<file path="src/rtl/ifetch_ctrl_if.sv">
// Fetch sequencer bus: redirect input, imem address/response
// and the registered valid/ready beat toward decode.
interface ifetch_ctrl_if;
  logic        redirect_en;
  logic [63:0] redirect_pc;
  logic        out_ready;
  logic [63:0] pc_addr;
  logic [31:0] imem_instr;
  logic        imem_exc_en;
  logic [3:0]  imem_exc_code;
  logic [63:0] imem_exc_val;
  logic        out_valid;
  logic [31:0] out_instr;
  logic [63:0] out_pc;
  logic        exc_en;
  logic [3:0]  exc_code;
  logic [63:0] exc_val;
  logic        halted;
  logic [63:0] fetch_cnt;

  modport master (
    input  redirect_en, redirect_pc, out_ready,
    input  imem_instr, imem_exc_en,
    input  imem_exc_code, imem_exc_val,
    output pc_addr, out_valid, out_instr, out_pc,
    output exc_en, exc_code, exc_val,
    output halted, fetch_cnt
  );

  modport slave (
    output redirect_en, redirect_pc, out_ready,
    output imem_instr, imem_exc_en,
    output imem_exc_code, imem_exc_val,
    input  pc_addr, out_valid, out_instr, out_pc,
    input  exc_en, exc_code, exc_val,
    input  halted, fetch_cnt
  );
endinterface

</file>
<file path="src/rtl/ifetch_ctrl.sv">
// Instruction-fetch sequencer: owns the fetch PC, registers imem
// output into a decode beat, halts after an exception beat.
module ifetch_ctrl #(
  parameter logic [63:0] RESET_VEC = 64'h0,
  parameter logic [31:0] NOP_INSTR = 32'h00000013
) (
  input  logic          clk,
  input  logic          rst,
  ifetch_ctrl_if.master bus
);

  typedef enum logic {RUN, HALT} state_t;

  state_t      state, state_nxt;
  logic [63:0] pc;
  logic        valid;
  logic [31:0] instr;
  logic [63:0] opc;
  logic        exc;
  logic [3:0]  code;
  logic [63:0] val;
  logic [63:0] cnt;
  logic        load;
  logic        misal;
  logic        fault;
  logic        accept;

  assign misal  = pc[1:0] != 2'b00;
  assign fault  = misal || bus.imem_exc_en;
  assign accept = valid && bus.out_ready;
  assign load   = (state == RUN) && !bus.redirect_en
                  && (!valid || bus.out_ready);

  // state register
  always_ff @(posedge clk) begin
    if (rst) state <= RUN;
    else     state <= state_nxt;
  end

  // redirect always resumes; a faulting load halts
  always_comb begin
    state_nxt = state;
    if (bus.redirect_en)    state_nxt = RUN;
    else if (load && fault) state_nxt = HALT;
  end

  // fetch PC, output beat and accepted-beat counter
  always_ff @(posedge clk) begin
    if (rst) begin
      pc    <= RESET_VEC;
      valid <= 1'b0;
      instr <= NOP_INSTR;
      opc   <= 64'h0;
      exc   <= 1'b0;
      code  <= 4'h0;
      val   <= 64'h0;
      cnt   <= 64'h0;
    end else begin
      if (accept && !exc) cnt <= cnt + 64'd1;
      if (bus.redirect_en) begin
        pc    <= bus.redirect_pc;
        valid <= 1'b0;
      end else if (load) begin
        valid <= 1'b1;
        opc   <= pc;
        unique case (1'b1)
          misal: begin
            instr <= NOP_INSTR;
            exc   <= 1'b1;
            code  <= 4'h0;
            val   <= pc;
          end
          bus.imem_exc_en: begin
            instr <= NOP_INSTR;
            exc   <= 1'b1;
            code  <= bus.imem_exc_code;
            val   <= bus.imem_exc_val;
          end
          default: begin
            instr <= bus.imem_instr;
            exc   <= 1'b0;
            code  <= 4'h0;
            val   <= 64'h0;
            pc    <= pc + 64'd4;
          end
        endcase
      end else if (accept) begin
        valid <= 1'b0;
      end
    end
  end

  assign bus.pc_addr   = pc;
  assign bus.out_valid = valid;
  assign bus.out_instr = instr;
  assign bus.out_pc    = opc;
  assign bus.exc_en    = exc;
  assign bus.exc_code  = code;
  assign bus.exc_val   = val;
  assign bus.halted    = state == HALT;
  assign bus.fetch_cnt = cnt;

endmodule
</file>
<file path="src/flat_wrapper.sv">
// flat-port wrapper written by rule: the top's interface ports become plain ports
module ifetch_ctrl_flat 
#(
  parameter logic [63:0] RESET_VEC = 64'h0,
  parameter logic [31:0] NOP_INSTR = 32'h00000013
)
  (clk, rst, bus_redirect_en, bus_redirect_pc, bus_out_ready, bus_imem_instr, bus_imem_exc_en, bus_imem_exc_code, bus_imem_exc_val, bus_pc_addr, bus_out_valid, bus_out_instr, bus_out_pc, bus_exc_en, bus_exc_code, bus_exc_val, bus_halted, bus_fetch_cnt);
  ifetch_ctrl_if bus_i ();
  input  logic clk;
  input  logic rst;
  input wire logic [$bits(bus_i.redirect_en)-1:0] bus_redirect_en;
  input wire logic [$bits(bus_i.redirect_pc)-1:0] bus_redirect_pc;
  input wire logic [$bits(bus_i.out_ready)-1:0] bus_out_ready;
  input wire logic [$bits(bus_i.imem_instr)-1:0] bus_imem_instr;
  input wire logic [$bits(bus_i.imem_exc_en)-1:0] bus_imem_exc_en;
  input wire logic [$bits(bus_i.imem_exc_code)-1:0] bus_imem_exc_code;
  input wire logic [$bits(bus_i.imem_exc_val)-1:0] bus_imem_exc_val;
  output wire logic [$bits(bus_i.pc_addr)-1:0] bus_pc_addr;
  output wire logic [$bits(bus_i.out_valid)-1:0] bus_out_valid;
  output wire logic [$bits(bus_i.out_instr)-1:0] bus_out_instr;
  output wire logic [$bits(bus_i.out_pc)-1:0] bus_out_pc;
  output wire logic [$bits(bus_i.exc_en)-1:0] bus_exc_en;
  output wire logic [$bits(bus_i.exc_code)-1:0] bus_exc_code;
  output wire logic [$bits(bus_i.exc_val)-1:0] bus_exc_val;
  output wire logic [$bits(bus_i.halted)-1:0] bus_halted;
  output wire logic [$bits(bus_i.fetch_cnt)-1:0] bus_fetch_cnt;
  assign bus_i.redirect_en = bus_redirect_en;
  assign bus_i.redirect_pc = bus_redirect_pc;
  assign bus_i.out_ready = bus_out_ready;
  assign bus_i.imem_instr = bus_imem_instr;
  assign bus_i.imem_exc_en = bus_imem_exc_en;
  assign bus_i.imem_exc_code = bus_imem_exc_code;
  assign bus_i.imem_exc_val = bus_imem_exc_val;
  assign bus_pc_addr = bus_i.pc_addr;
  assign bus_out_valid = bus_i.out_valid;
  assign bus_out_instr = bus_i.out_instr;
  assign bus_out_pc = bus_i.out_pc;
  assign bus_exc_en = bus_i.exc_en;
  assign bus_exc_code = bus_i.exc_code;
  assign bus_exc_val = bus_i.exc_val;
  assign bus_halted = bus_i.halted;
  assign bus_fetch_cnt = bus_i.fetch_cnt;
  ifetch_ctrl #(.RESET_VEC(RESET_VEC), .NOP_INSTR(NOP_INSTR)) u_core (.clk(clk), .rst(rst), .bus(bus_i));
endmodule
</file>
<file path="config.mk">
export PLATFORM = sky130hd
export DESIGN_NAME = ifetch_ctrl_flat
export DESIGN_NICKNAME = d
export VERILOG_FILES = /design/src/rtl/ifetch_ctrl_if.sv /design/src/rtl/ifetch_ctrl.sv /design/src/flat_wrapper.sv
export SDC_FILE = /design/constraint.sdc
export NUM_CORES = 1
export LEC_CHECK = 0
export BUFFER_PORTS_ARGS = -buffer_cell sky130_fd_sc_hd__buf_2
export CORE_AREA = 2 2 178 180
export CTS_CLUSTER_DIAMETER = 200
export CTS_CLUSTER_SIZE = 10
export DETAILED_ROUTE_END_ITERATION = 10
export DIE_AREA = 0 0 180 182
export PLACE_DENSITY = 0.73
export SLEW_MARGIN = 20
export SYNTH_ARGS = -nofsm -noshare
export SYNTH_HDL_FRONTEND = slang
export SYNTH_SLANG_ARGS = --single-unit
</file>
<file path="constraint.sdc">
create_clock -name clk -period 6.95 [get_ports clk]
set_clock_uncertainty 0.1 [all_clocks]
set_input_delay 2.085 -clock clk [delete_from_list [all_inputs] [get_ports clk]]
set_output_delay 2.085 -clock clk [all_outputs]
set_load 0.05 [all_outputs]
</file>
======== Word level (Yosys, flattened, before mapping) ========
Cells that the tools add are included.
storage, ports and cells
  flip-flop bits (word level) ............. 295
  bits in latches ......................... 0
  bits in writable memories ............... 0
  memory bits (read-only) ................. 0
  output and inout bits ................... 295
  logic and storage cells ................. 40
  memories ................................ 0
operators by class
  add/sub/neg operators ................... 2
  multiply operators ...................... 0
  div/mod/pow operators ................... 0
  order comparisons ....................... 0
  equal/unequal tests ..................... 1
  shift operators ......................... 0
  mux-type cells .......................... 9
  bitwise gates (word level) .............. 2
  reductions and logical operators ........ 17
operators by type and width
  cell                                                                      number
  64-bit two-way mux                                                        3
  64-bit one-hot mux with 2 select lines                                    1
  64-bit by 1-bit adder with 64-bit output (second input constant)          1
  64-bit by 3-bit adder with 64-bit output (second input constant)          1
  32-bit two-way mux                                                        1
  2-bit nonzero test                                                        3
  1-bit logical AND                                                         5
  4-bit two-way mux                                                         1
  2-bit AND reduction                                                       2
  2-bit OR reduction                                                        2
  1-bit logical NOT                                                         3
  1-bit two-way mux                                                         3
  1-bit logical OR                                                          2
  2-bit by 1-bit inequality test with 1-bit output (second input constant)  1
  1-bit NOT                                                                 2

======== Longest topological paths before layout ========
Gate-level depths: netlist (run 1).
  depth in word-level cells ............... 5
  gate-level depth with buffers ........... 10

======== Worst setup path before layout (run 1) ========
Ideal clock, no wire load.
  path type ............................... in2reg
  start point ............................. input port bus_redirect_en
  end point ............................... register u_core.pc[45] (netlist: u_core.bus.pc_addr[45])
  setup time .............................. 0.091 ns
  data arrival time ....................... 3.747 ns
  slack ................................... 3.012 ns
  stages on the path ...................... 6
  path buffers ............................ 1
  cell sequence ........................... clkbuf_1 -> nor2_1 -> nand3_1 -> or4_1 -> or3_1 -> a311oi_1
between the ends
  longest elaborated chain between the ends .. 5
  elaborated cells between the ends (all ways) .. 7
  those cells by class .................... eq/ne: 1; mux: 1; reduce/logical: 5
RTL lines
  element                               line                RTL
  start, declared                       flat_wrapper.sv:11  input wire logic [$bits(bus_i.redirect_en)-1:0] bus_redirect_en;
  1-bit logical NOT                     ifetch_ctrl.sv:31   assign load = (state == RUN) && !bus.redirect_en
  1-bit logical AND                     ifetch_ctrl.sv:31
  1-bit logical AND                     ifetch_ctrl.sv:32   && (!valid || bus.out_ready);
  2-bit nonzero test (no source line)   n/a
  2-bit AND reduction (no source line)  n/a
  end signal, assigned                  ifetch_ctrl.sv:61   pc <= bus.redirect_pc;
  end signal, assigned                  ifetch_ctrl.sv:84   pc <= pc + 64'd4;
  end, declared                         ifetch_ctrl.sv:15   logic [63:0] pc;
Several ways; a longest one is shown, not always the timed one.
A chain may end at the register's enable or synchronous reset.

======== Worst setup path in the final report (run 1) ========
  start point ............................. input port bus_redirect_en
  end point ............................... register u_core.pc[54] (netlist: u_core.bus.pc_addr[54])
The elaborated chain is that of the path after synthesis.

==> summary.md, run 1 <==
| Metric | Value |
|---|---|
| Mapped cell area | ~13000 sq um |
| Row cnt | 65 |
| EDFF count, synth | 0 |
| Placed insts | 2367 |
| Slew of the pin with the lowest slew margin | approximately 1100 ps |
| Critical path type | in -> reg |
| Period utilisation layout | a little over three fifths |
| Clock latency on the worst-skew pair | around 500 ps |
| Fillers | 3003 |
| Die width | 180 microns |
| Total CTS buffers | 35 |
| Async SR Flop Fraction | 0% |
| Top FF cell, synth | dfxtp_1 |
| Critical-path top delay cell | nand3_1 |
| Mean post-synth cell area | roughly 8.0 sq um |
| Worst VDD drop | about 0.14 mV |
| Rel. slew slack | around a quarter |
| Main combinational cell family by area after synthesis | simple AND/OR/NAND/NOR gates |
| CP required | around 7300 ps |
| Vias in the first global route | 12610 |
| H-tree Lvls | 2 |
| GRT Util Overall | 25.84% |
| Synthesis Warnings | 0 |
| Syn_nets | ~1800 |
| CTS max path bufs | 3 |
| CP Max Fanout | 25 |
| Hold Crit Class | reg -> reg |
| Critical path's largest stage delay | around 540 ps |
| WHS | between 300 and 400 ps |
| WL final | 44840 microns |
| Post-DP HPWL | slightly above 30000 microns |
| Die area | around 33000 sq um |
| Initial Utilization | a little over two fifths |
| DR iter-0 viols | around 1100 |
| Setup Buffers After CTS | 0 |
| Maxcap violations | 0 |
| Fin crit period | about 4400 ps |
| Seq. cell area | around 6000 sq um |
| DRC viols | 0 |
| Pwr per Cell Area | approximately 250 nW/um^2 |
| Synth Area in XOR/XNOR | roughly 4.0% |
| Crit path launch type | input port |
| Synth Area in Compound Gates | 16.20% |
| Slew Viols, Final | 0 |
| First-pass GRT wire length | approximately 70000 microns |
| Multi-input logic area | roughly 6500 sq um |
| CTS tree | done |
| Endpoints failing setup | 0 |
| Vias per cell | around 5.7 |
| Clock Sinks | approximately 300 |
| GR Util met1 | ~33% |
| Fmax | roughly 230 MHz |
| Hold Buf Count CTS | 0 |
| Nets | 2173 |
| Register area share after synthesis | a little under half |
| Port-buffer cells | between 400 and 500 |
| Largest net degree at the start of global routing | about 160 |
| Final Hold Viols | 0 |
| Vias | between 10000 and 15000 |
| Layout cells sized above 1 | 26.51% |
| WP data arrival | about 4700 ps |
| WL/cell | around 19 microns |
| CP cell instances | buf_2 > buf_4 > nor2_1 > nand3_1 > nand4bb_2 > or4_1 > a311oi_1 |
| Final non-filler cell total | around 2400 |
| Unique cell type count in the Yosys netlist | between 60 and 70 |
| Area grow syn2layout | 26.37% |
| GRT met3 Usage | under 10% |
| Outcome | finished clean |
| Leading cell type in the layout, fill and taps excluded | buf_2 |
| Grt peak-use layer | met2 |
| Post-route antenna net violation count | 0 |
| GP Congestion | 0.8656 |
| Yosys reg bits | around 300 |
| Leakage | between 6 and 7 nW |
| DR pass1 iterations | 5 |
| Post-synthesis mux area share | less than 1% |
| Die Y | ~180 microns |
| Clock-pin slew on the worst setup and hold paths | ~50 ps |
| Met2 Use GR | around two fifths |
| Antenna violations before repair | 12 |
| Crit path capture type | flip-flop |
| I/O pin count | between 400 and 500 |
| Post-cts resize count | 0 |
| Core ar. | 30990 sq um |
| Root Driver | clkbuf_16 |
| Mapped Cells | 1613 |
| Unrepaired setup endpoints after global routing | no |
| Adder-Cell Fraction of Synth Area | less than 1% |
| Synth Area in Simple Gates | around 29% |
| TNS Setup | 0 ps |
| Grt ovf | 0 |
| Most frequent cells in the layout | 462 x buf_2, 311 x nand2_1, 295 x dfxtp_1, 141 x nor2_1, 103 x nand3_1 |
-- final timing paths --
path | start | endpoint | slack, ps | cells past startpoint
setup / recovery | bus_redirect_en | u_core.bus.pc_addr[54] | 2570 | 7
hold / removal | u_core.bus.exc_code[0] | u_core.bus.exc_code[0] | 350 | 2
setup reg to reg | u_core.bus.pc_addr[10] | u_core.bus.pc_addr[47] | 3720 | 5
hold reg to reg | u_core.bus.exc_code[0] | u_core.bus.exc_code[0] | 350 | 2
-- routing by layer --
layer  vias up  wire length (microns)
li1       6556                      -
met1      6525                  18740
met2       588                  20900
met3       112                   3462
met4         6                   1707
met5         -                     41
-- power breakdown --
group          internal, mW  switching (mW)
clock network         0.933           0.678
logic                 0.155           0.456
registers              1.76          0.0911
-- layout make-up --
type	count	share of cell area, %
antenna	9	0.1377
timing repair buffer	474	14.89
clock buffer	37	5.663
sequential	295	36.12
clock inverter	1	0.04591
tap	402	3.076
inverter	16	0.3750
multi-input combinational	1180	39.69
-- synth_stat cells (16+ instances only) --
| master | number | share of area, % |
|---|---|---|
| a211oi_1 | 21 | 1.2 |
| a21oi_1 | 100 | 3.9 |
| a22oi_1 | 29 | 1.7 |
| a311oi_1 | 32 | 2.2 |
| a31oi_1 | 66 | 3.2 |
| and3_1 | 23 | 1.1 |
| and4_1 | 16 | 1.1 |
| clkbuf_1 | 95 | 2.8 |
| dfxtp_1 | 295 | 46 |
| nand2_1 | 312 | 9.1 |
| nand3_1 | 103 | 4.0 |
| nand4_1 | 57 | 2.8 |
| nor2_1 | 142 | 4.1 |
| nor4_1 | 19 | 0.92 |
| o21ai_0 | 27 | 1.0 |
| o31ai_1 | 28 | 1.6 |
| or3_1 | 28 | 1.4 |
| or4_1 | 32 | 1.9 |
| xnor2_1 | 26 | 1.8 |
| xor2_1 | 33 | 2.2 |
-- logic make-up after synthesis --
family | after synthesis
buf+inv | 138
xor+xnor | 59
flops | 295
fa+ha+maj | 2
simple gates | 790
compound gates | 326
mux | 3
-- state kept, by name (all words and copies together) (netlist names) --
| signal | count |
|---|---|
| u_core.bus.fetch_cnt | 64 |
| u_core.bus.exc_code | 4 |
| u_core.bus.exc_en | 1 |
| u_core.bus.exc_val | 64 |
| u_core.bus.out_pc | 64 |
| u_core.bus.out_valid | 1 |
| u_core.bus.out_instr | 32 |
| u_core.bus.pc_addr | 64 |
| u_core.bus.halted | 1 |
-- critical path: cells and delay by family --
family                 cells  cell delay (ps)
and+or+nand+nor            4             1970
buffers and inverters      2              350
AOI/OAI and AO/OA          1              260
-- per-stage QoR --
step / worst slack [ps] / cell area, sq um / util [%] / total power, mW
4_1_cts: 2575 / 16330 / 52.70 / 4.107
3_5_place_dp: 2049 / 15390 / 49.68 / 2.501
3_3_place_gp: 2102 / 15390 / 49.68 / 2.492
5_1_grt: 2321 / 16350 / 52.76 / 4.223
6_report: 2571 / 16350 / 52.77 / 4.077
2_1_floorplan: 3012 / 12940 / - / 2.301
(Power assumes the default switching activity.)
==> inputs of run 2 (changes only) <==
- clock period: 6.95 -> 4.6 ns (I/O delays scaled with it)
==> run 2 against run 1 <==
  * Routed wire length up 0.72%
  * Global-route usage up 0.25 points
  * Largest cell class unchanged
  * Utilization up 0.33 points
  * Cell area up 0.63%
  * Total power up 51%
  * Register-to-register slack worse by 2300 ps
  * Flip-flop and latch count unchanged
  * Sequential share of layout area down 0.23 points
  * Die area unchanged
  * Worst hold slack worse by 2.1 ps
  * Non-clock buffer count up 9
==> summary.md, run 2 (synthesis results as in run 1) <==
| Metric | Value |
|---|---|
| Port-buffer cells | approximately 460 |
| Clock latency on the worst-skew pair | about 510 ps |
| H-tree Lvls | 2 |
| Worst setup margin | between 1000 and 1500 ps |
| Endpoints failing setup | 0 |
| Tot Pwr | between 6 and 7 mW |
| WL/cell | about 19 microns |
| Rel. slew slack | 43.18% |
| Largest net degree at the start of global routing | 162 |
| Initial Utilization | between 40% and 50% |
| Vias | between 10000 and 15000 |
| Nets | 2182 |
| Placement Setup Slack | between 700 and 800 ps |
| WL final | about 45000 microns |
| Die Y | 182 microns |
| TNS Setup | 0 ps |
| Pwr per Cell Area | around 370 nW/um^2 |
| Placed insts | ~2400 |
| CP Max Fanout | 16 |
| Layout cells sized above 1 | a little over a quarter |
| Post-route antenna net violation count | 0 |
| First-pass GRT wire length | 70100 microns |
| Post-cts resize count | 0 |
| Worst VDD drop | 0.2558 mV |
| Total CTS buffers | 35 |
| Crit path launch type | input port |
| Core ar. | 30990 sq um |
| Die area | 32760 sq um |
| Unrepaired setup endpoints after global routing | no |
| Fin crit period | about 3500 ps |
| Die width | ~180 microns |
| Antenna violations before repair | 9 |
| Area grow syn2layout | 27.16% |
| Slew of the pin with the lowest slew margin | 852.4 ps |
| DRC viols | 0 |
| GRT Util Overall | 26.09% |
| Final non-filler cell total | between 2000 and 2500 |
| Final Hold Viols | 0 |
| Leading cell type in the layout, fill and taps excluded | buf_2 |
| WP data arrival | around 3800 ps |
| Vias per cell | about 5.7 |
| DR pass1 iterations | 6 |
| Clock Sinks | about 300 |
| Period utilisation layout | about three quarters |
| Root Driver | clkbuf_16 |
| Maxcap violations | 0 |
| Slew Viols, Final | 0 |
| Vias in the first global route | between 10000 and 15000 |
| Fmax | between 200 and 300 MHz |
| DR iter-0 viols | ~920 |
| GP Congestion | between 0.8 and 0.9 |
| CP required | about 4900 ps |
| Critical path type | in -> reg |
| Hold Buf Count CTS | 0 |
| CTS max path bufs | 3 |
| I/O pin count | 464 |
| Hold Crit Class | reg -> reg |
| Clock-pin slew on the worst setup and hold paths | roughly 50 ps |
| Grt ovf | 0 |
| Setup Buffers After CTS | 0 |
| Most frequent cells in the layout | 462 x buf_2, 311 x nand2_1, 295 x dfxtp_1, 141 x nor2_1, 103 x nand3_1 |
| Row cnt | 65 |
| Crit path capture type | flip-flop |
| Post-DP HPWL | ~31000 microns |
| Leakage | 6.663 nW |
| Outcome | finished clean |
| CTS tree | done |
-- run 2: through the flow --
step / hold slack, ps / utilization, % / instance area (sq um)
detailed placement: 343.7 / 50.02 / 15500
floorplan: 571.2 / - / 12940
global placement: 335.8 / 50.02 / 15500
global route: 364.0 / 53.09 / 16450
finish: 346.5 / 53.10 / 16450
CTS: 351.2 / 53.03 / 16430
-- run 2: critical path: stages --
cell	delay, ps
buf_2	110
nor2_1	340
and3_2	540
nand4_1	500
or4_1	650
a311oi_1	240
-- run 2: final timing paths --
path                           from                      to  slack (ps)  depth (start not counted)
min reg2reg  u_core.bus.exc_code[0]  u_core.bus.exc_code[0]         350                          2
max                 bus_redirect_en  u_core.bus.pc_addr[47]        1140                          6
min          u_core.bus.exc_code[0]  u_core.bus.exc_code[0]         350                          2
max reg2reg   u_core.bus.pc_addr[4]  u_core.bus.pc_addr[47]        1420                          5
-- run 2: area by class of cell --
class | count | area [sq um]
clock buffer | 37 | 925.9
multi-input combinational | 1180 | 6490
clock inverter | 1 | 7.507
antenna | 8 | 20.02
sequential | 295 | 5906
inverter | 16 | 61.31
fill | 2976 | 14530
timing repair buffer | 483 | 2540
tap | 402 | 503.0
-- run 2: routing by layer --
layer	part of all wire [%]	GRT usage, %
met5	0.060	0
met4	2.8	9.854
met3	7.5	5.475
met2	48	43.22
met1	42	33.45
-- run 2: report_power, final --
group | total [mW] | switching (mW) | internal (mW) | leakage, nW
sequential | 2.80 | 0.135 | 2.67 | 2.41
clock | 2.43 | 1.02 | 1.41 | 0.456
combinational | 0.937 | 0.694 | 0.243 | 3.80
total | 6.16 | 1.84 | 4.32 | 6.66
